<file path="src/rtl/cmp_sweep_if.sv">
// Bundle between the sweep driver, its requester and the comparator under test.
// slave = the sweep driver, master = the requester/comparator side.
interface cmp_sweep_if;
    logic       start;
    logic       abort;
    logic [3:0] A;
    logic [3:0] B;
    logic       sel;
    logic       y_in;
    logic       busy;
    logic       done;
    logic [9:0] err_count;
    logic [8:0] fail_vec;

    modport slave (
        input  start, abort, y_in,
        output A, B, sel, busy, done, err_count, fail_vec
    );

    modport master (
        output start, abort, y_in,
        input  A, B, sel, busy, done, err_count, fail_vec
    );
endinterface

</file>
<file path="src/rtl/cmp_sweep_driver.sv">
// Exhaustive 512-vector sweep of a 4-bit eq/neq comparator, counting mismatches.
// Optional first-failing-vector capture under macro CMP_SWEEP_FIRST_FAIL_EN.
module cmp_sweep_driver #(
    parameter int unsigned SETTLE_CYCLES = 1
) (
    input  logic        clk,
    input  logic        rst_n,
    cmp_sweep_if.slave  bus
);
    typedef enum logic [1:0] {IDLE, DRIVE, SAMPLE, DONE} state_e;

    localparam logic [3:0] SETTLE_LAST = 4'(SETTLE_CYCLES - 1);

    state_e     state_q;
    logic [8:0] idx_q;
    logic [3:0] cnt_q;
    logic [3:0] a_q, b_q;
    logic       sel_q, busy_q, done_q;
    logic [9:0] err_q;

    logic       exp_y, mismatch, idle_start;
    logic [8:0] idx_d;
    logic [9:0] err_d;

    assign exp_y      = sel_q ? (a_q == b_q) : (a_q != b_q);
    // abort wins over the sample taken in the same cycle
    assign mismatch   = (state_q == SAMPLE) && !bus.abort && (bus.y_in != exp_y);
    assign idle_start = ((state_q == IDLE) || (state_q == DONE)) && bus.start;
    assign idx_d      = idx_q + 9'd1;
    assign err_d      = (err_q == 10'h3FF) ? err_q : err_q + 10'd1;

    always_ff @(posedge clk or negedge rst_n) begin
        if (!rst_n) begin
            state_q <= IDLE;
            idx_q   <= '0;
            cnt_q   <= '0;
            a_q     <= '0;
            b_q     <= '0;
            sel_q   <= 1'b0;
            busy_q  <= 1'b0;
            done_q  <= 1'b0;
            err_q   <= '0;
        end else begin
            case (state_q)
                IDLE, DONE: begin
                    if (bus.start) begin
                        state_q              <= DRIVE;
                        idx_q                <= '0;
                        cnt_q                <= '0;
                        err_q                <= '0;
                        {a_q, b_q, sel_q}    <= '0;
                        busy_q               <= 1'b1;
                        done_q               <= 1'b0;
                    end
                end
                DRIVE: begin
                    if (bus.abort) begin
                        state_q <= IDLE;
                        busy_q  <= 1'b0;
                        cnt_q   <= '0;
                    end else if (cnt_q == SETTLE_LAST) begin
                        state_q <= SAMPLE;
                        cnt_q   <= '0;
                    end else begin
                        cnt_q   <= cnt_q + 4'd1;
                    end
                end
                SAMPLE: begin
                    if (bus.abort) begin
                        state_q <= IDLE;
                        busy_q  <= 1'b0;
                    end else begin
                        if (mismatch) err_q <= err_d;
                        if (idx_q == 9'd511) begin
                            state_q <= DONE;
                            busy_q  <= 1'b0;
                            done_q  <= 1'b1;
                        end else begin
                            state_q           <= DRIVE;
                            idx_q             <= idx_d;
                            {a_q, b_q, sel_q} <= idx_d;
                        end
                    end
                end
                default: state_q <= IDLE;
            endcase
        end
    end

`ifdef CMP_SWEEP_FIRST_FAIL_EN
    logic [8:0] fail_q;

    // err_q is zero only until the first mismatch of the current sweep
    always_ff @(posedge clk or negedge rst_n) begin
        if (!rst_n)                       fail_q <= '0;
        else if (idle_start)              fail_q <= '0;
        else if (mismatch && err_q == '0) fail_q <= {a_q, b_q, sel_q};
    end

    assign bus.fail_vec = fail_q;
`else
    assign bus.fail_vec = '0;
`endif

    assign bus.A         = a_q;
    assign bus.B         = b_q;
    assign bus.sel       = sel_q;
    assign bus.busy      = busy_q;
    assign bus.done      = done_q;
    assign bus.err_count = err_q;
endmodule
</file>
<file path="src/flat_wrapper.sv">
// flat-port wrapper written by rule: the top's interface ports become plain ports
module cmp_sweep_driver_flat 
#(
    parameter int unsigned SETTLE_CYCLES = 1
)
  (clk, rst_n, bus_start, bus_abort, bus_y_in, bus_A, bus_B, bus_sel, bus_busy, bus_done, bus_err_count, bus_fail_vec);
  cmp_sweep_if bus_i ();
  input  logic clk;
  input  logic rst_n;
  input wire logic [$bits(bus_i.start)-1:0] bus_start;
  input wire logic [$bits(bus_i.abort)-1:0] bus_abort;
  input wire logic [$bits(bus_i.y_in)-1:0] bus_y_in;
  output wire logic [$bits(bus_i.A)-1:0] bus_A;
  output wire logic [$bits(bus_i.B)-1:0] bus_B;
  output wire logic [$bits(bus_i.sel)-1:0] bus_sel;
  output wire logic [$bits(bus_i.busy)-1:0] bus_busy;
  output wire logic [$bits(bus_i.done)-1:0] bus_done;
  output wire logic [$bits(bus_i.err_count)-1:0] bus_err_count;
  output wire logic [$bits(bus_i.fail_vec)-1:0] bus_fail_vec;
  assign bus_i.start = bus_start;
  assign bus_i.abort = bus_abort;
  assign bus_i.y_in = bus_y_in;
  assign bus_A = bus_i.A;
  assign bus_B = bus_i.B;
  assign bus_sel = bus_i.sel;
  assign bus_busy = bus_i.busy;
  assign bus_done = bus_i.done;
  assign bus_err_count = bus_i.err_count;
  assign bus_fail_vec = bus_i.fail_vec;
  cmp_sweep_driver #(.SETTLE_CYCLES(SETTLE_CYCLES)) u_core (.clk(clk), .rst_n(rst_n), .bus(bus_i));
endmodule
</file>
<file path="config.mk">
export PLATFORM = sky130hd
export DESIGN_NAME = cmp_sweep_driver_flat
export DESIGN_NICKNAME = d
export VERILOG_FILES = /design/src/rtl/cmp_sweep_if.sv /design/src/rtl/cmp_sweep_driver.sv /design/src/flat_wrapper.sv
export SDC_FILE = /design/constraint.sdc
export NUM_CORES = 1
export LEC_CHECK = 0
export CAP_MARGIN = 20
export CORE_ASPECT_RATIO = 1.4
export CORE_UTILIZATION = 50
export DETAILED_ROUTE_END_ITERATION = 8
export HOLD_SLACK_MARGIN = 0.05
export PLACE_DENSITY = 0.88
export SLEW_MARGIN = 20
export SYNTH_ARGS = -nofsm -noshare
export SYNTH_HDL_FRONTEND = slang
export SYNTH_SLANG_ARGS = --single-unit
export TNS_END_PERCENT = 30
</file>
<file path="constraint.sdc">
create_clock -name clk -period 2.57 [get_ports clk]
set_input_delay 0.257 -clock clk [delete_from_list [all_inputs] [get_ports clk]]
set_output_delay 0.257 -clock clk [all_outputs]
set_load 0.05 [all_outputs]
</file>
# Yosys cells after proc, flatten, opt, wreduce, memory -nomap -nowiden

Index checks and enable logic that the tools add are counted.

$add $sub $neg: 3
Equality and inequality tests: 17
Mux-type cells: 38
Reduce and logical (&&, ||, !) cells: 14

Operator list:

| operator                                                        | count |
|---|---|
| 10-bit 2-to-1 mux                                               | 4 |
| 4-bit 2-to-1 mux                                                | 7 |
| 9-bit 2-to-1 mux                                                | 3 |
| 4-bit one-hot mux with 2 select lines                           | 3 |
| 10-bit one-hot mux with 2 select lines                          | 1 |
| 9-bit one-hot mux with 2 select lines                           | 1 |
| 2-bit != test, second input constant                            | 6 |
| 10-bit by 1-bit adder with 10-bit output, second input constant | 1 |
| 10-bit == test, second input constant                           | 1 |
| 1-bit 2-to-1 mux                                                | 10 |
| 2-bit 2-to-1 mux                                                | 5 |
| 9-bit by 1-bit adder with 9-bit output, second input constant   | 1 |
| 9-bit == test, second input constant                            | 1 |
| 4-bit AND reduction                                             | 2 |
| 2-bit one-hot mux with 3 select lines                           | 1 |
| 5-bit AND reduction                                             | 1 |
| 4-bit by 1-bit adder with 4-bit output, second input constant   | 1 |
| 2-bit == test, second input constant                            | 2 |
| 4-bit == test                                                   | 1 |
| 4-bit zero test                                                 | 1 |
| 4-bit != test                                                   | 1 |
| 1-bit one-hot mux with 2 select lines                           | 2 |
| 2-bit AND reduction                                             | 2 |
| 2-bit nonzero test                                              | 2 |
| other kinds (11)                                                | 12 |

Flip-flop bits (word level): 36
Input port bits: 5
Output and inout bits: 30
Logic and storage cells: 81

# Logic depth before layout (Yosys ltp)

Depth after elaboration: 7
Mapped depth: 9
Gate-level depth less buffers: 9

# Worst setup path before layout

No wires, ideal clock.

Path type: flip-flop to flip-flop
Start: reg u_core.bus.B[0] (netlist name)
End: reg u_core.a_q[0], in the netlist u_core.bus.A[0]
Library setup time: 133 ps
Data arrival time: 2068 ps
Data required time: 2437 ps
Slack: 369 ps
Cell stages (with the launch flop): 10
Path buffers: 0
Clock period less this slack: 2201 ps
Cells stage by stage: dfrtp_1 ha_1 nand3_1 nor2_1 ha_1 nor3b_1 o21ai_1 nor3_1 xnor2_1 nor2_1

RTL lines:

| what                   | RTL line               | source |
|---|---|---|
| end signal: assignment | cmp_sweep_driver.sv:81 | `{a_q, b_q, sel_q} <= idx_d;` |
| end: declaration       | cmp_sweep_driver.sv:17 | `logic [3:0] a_q, b_q;` |

# Worst setup path in the final report

Start: reg u_core.state_q[0]
End: reg u_core.err_q[7], in the netlist u_core.bus.err_count[7]

Longest elaborated chain between the ends: 5
Elaborated cells between the ends (all ways): 13
Classes of those cells: eq/ne: 6; mux: 1; reduce/logical: 6

Ends and longest elaborated chain:

| what                                               | RTL line                                       | source |
|---|---|---|
| start: declaration                                 | cmp_sweep_driver.sv:14                         | `state_e state_q;` |
| start signal: assignment                           | cmp_sweep_driver.sv:34                         | `state_q <= IDLE;` |
| start signal: assignment                           | cmp_sweep_driver.sv:47                         | `state_q <= DRIVE;` |
| start signal: assignment                           | cmp_sweep_driver.sv:58                         | `state_q <= IDLE;` |
| 2-bit == test                                      | cmp_sweep_driver.sv:27, cmp_sweep_driver.sv:44 |  |
| 1-bit logical AND (2 in a row)                     | cmp_sweep_driver.sv:27                         | `assign mismatch = (state_q == SAMPLE) && !bus.abort && (bus.y_in != exp_y);` |
| 2-bit by 1-bit != test with 1-bit output (no line) | --                                             |  |
| 5-bit AND reduction (no line)                      | --                                             |  |
| end signal: assignment                             | cmp_sweep_driver.sv:73                         | `if (mismatch) err_q <= err_d;` |
| end: declaration                                   | cmp_sweep_driver.sv:19                         | `logic [9:0] err_q;` |

Several ways; a longest one is shown, not always the timed one.
A chain may end at the register's enable or synchronous reset.

==> impl_results.md <==
* Status: finished clean
* Critical Path AT at 2540 ps
* RSZ-0062 raised after global routing: false
* Post-synthesis cell type count at 36
* Final Worst Setup Slack at 224 ps
* Sequential area share after synthesis at 0.414
* Initial Utilization at 0.523
* Cell area power density at 727 nW/um2
* GRT Resource Usage Total at 0.202
* CP Max Fanout at 19
* Register-to-Register Path Depth at 7
* WL/cell at 13.2 um
* Critical Path RT at 2760 ps
* Reg-to-Reg End: u_core.bus.err_count[7]
* Fin nets at 223
* Post-synth top area share at 0.414
* Vias in the first global route at 1384
* DR vias/cell at 5.67
* Synthesis-to-layout area growth at 18.6%
* Gpl congestion at 0.783
* Final wirelength at 3300 um
* CORE AREA at 3120 um2
* CTS Buffer Depth at 2
* Area contributors post-synth: dfrtp_1, ha_1, xnor2_1
* Worst skew pair latency at 270 ps
* Synth area leader: dfrtp_1
* ANT nets after route at 0
* Total Power at 1.41 mW
* Crit Path Class: reg -> reg
* Most common cell in the netlist: dfrtp_1
* Final hold vios at 0
* Post-CTS Resized at 0
* Final instance area at 1940 um2
* Cell Area, Synth at 1630 um2
* Drt first pass iters at 4
* CTS clk-pin slew, worst paths at 100 ps
* IO buf count at 25
* Multi-input logic area at 871 um2
* Filler Cell Count at 280
* Die H at 69.6 um
* Endpoints failing setup at 0
* Setup Fix Bufs, Post-CTS at 0
* Clock sink count at 27
* Worst Skew at 9.32 ps
* P_leak at 0.796 nW
* Rel. slew slack at 0.590
* First-pass GRT wire length at 5620 um
* Worst r2r src: u_core.state_q[0]
* Number of synthesized flops with an enable pin at 0
* R2R Setup Slk at 220 ps
* CP endpoint: u_core.bus.err_count[7]
* Peak VDD IR at 0.704 mV
* Yosys warns at 0
* Global route overflow at 0
* Pre-CTS setup slack at 271 ps
* Synth Instances at 183
* Achievable Freq at 426 MHz
* Final setup TNS at 0 ps
* Worst slew pin tran at 612 ps
* Async S/R FF share, synth at 1.00
* Largest net degree at the start of global routing at 28
* IO Pins at 35
* CTS Root Cell: clkbuf_8
* DR DRC count at 0
* Detailed Route Iter0 Violations at 58
* Fin crit share at 0.913
* Hold WC Path Type: in -> async
* DR vias at 1411
* Fin. max-slew vios at 0
* Register area at 676 um2
* Post-layout util at 0.620
* H-tree levels at 1
* Mapped Avg Cell Area at 8.92 um2
* Minimum clock period at 2350 ps
* Share of cells above drive strength 1 at 0.0571
* Most frequent cells after synthesis: dfrtp_1, nor2_1, nand2_1, o21ai_0, a21oi_1
* CTS tree: done
* Rows at 24
* Element type at the critical path start: register
* Post-synthesis register bit count at 27
* Post-DP Area at 1890 um2
* Die area at 3500 um2
* Initial antenna violation count at 0
* N_diodes at 0
* Critical path launch point: u_core.state_q[0]
* Top_reg_cell synth: dfrtp_1
* CP Capture Type: register
* Die width at 50.3 um
* DP HPWL at 2350 um
* Max-Cap Viols at 0
* Cts hold-fix bufs at 0
* Total CTS buffers at 3
[through the flow]
stage | instances | hold WS, ps
after global routing | 249 | 389
after detailed placement | 245 | 481
final | 249 | 352
after CTS | 249 | 371
after global placement | 245 | 480
after floorplan | 191 | -38.6
[logic make-up (layout without fill, tap and decap cells)]
logic type	after synthesis	count (layout)	synth area share
simple gates	65	65	0.194
compound gates	49	49	0.186
flops	27	27	0.414
buf+inv	21	40	0.0713
xor+xnor	11	11	0.0636
fa+ha+maj	7	7	0.0536
mux	2	2	0.0153
other cells	1	9	0.00230
[sequential cells by signal (all words and copies together) (netlist names)]
| register | flops |
|---|---|
| u_core.bus.A | 4 |
| u_core.bus.B | 3 |
| u_core.bus.busy | 1 |
| u_core.bus.done | 1 |
| u_core.bus.err_count | 10 |
| u_core.cnt_q | 4 |
| u_core.idx_q | 2 |
| u_core.state_q | 2 |
[area by class of cell]
cell class / instances / area share
inverters: 10 / 0.0194
clock buffers: 3 / 0.0213
clock inverters: 1 / 0.00258
multi-input cells: 143 / 0.450
repair buffers: 26 / 0.133
flip-flops and latches: 27 / 0.349
well taps: 39 / 0.0252
[worst max-delay path: stages (launching register included)]
cell and delay, ps:
dfrtp_1 390, inv_1 70, ha_1 520, nor2b_1 360, nand3_1 140, mux2i_2 440, a41oi_1 180, a31oi_1 170
[power breakdown]
group	switching, mW	total, mW	leakage (nW)	internal [mW]
sequential	0.0365	0.502	0.372	0.466
combinational	0.454	0.664	0.399	0.211
clock	0.134	0.243	0.0255	0.109
[placed cells by master, fill, tap and decap left out, drive strengths merged, types with 5 or more instances in the layout]
cell,netlist,final
nor2,17,17
nor2b,5,5
conb,1,9
ha,7,7
nand2,16,16
dfrtp,27,27
xnor2,10,10
clkdlybuf4s50,0,25
inv,10,10
o21ai,15,15
a31oi,9,9
nand3,9,9
nor3,5,5
a21oi,12,12
[worst min path at each step]
| stage | start | slack, ps | endpoint | depth (start not counted) |
|---|---|---|---|---|
| global route | rst_n | 390 | u_core.bus.A[2] | 2 |
| global placement | u_core.cnt_q[3] | 480 | u_core.cnt_q[3] | 1 |
| floorplan | rst_n | -40 | u_core.bus.A[0] | 0 |
| detailed placement | u_core.cnt_q[3] | 480 | u_core.cnt_q[3] | 1 |
| CTS | rst_n | 370 | u_core.bus.err_count[8] | 2 |
| finish | rst_n | 350 | u_core.bus.err_count[8] | 2 |
[per-layer routing]
metal,part of all wire,vias to the layer above,global-route usage
met1,0.43,688,0.238
met5,0,-,0
met4,0.0094,0,0.108
li1,-,679,-
met3,0.038,4,0.0197
met2,0.52,40,0.353
(Power assumes the default switching activity.)
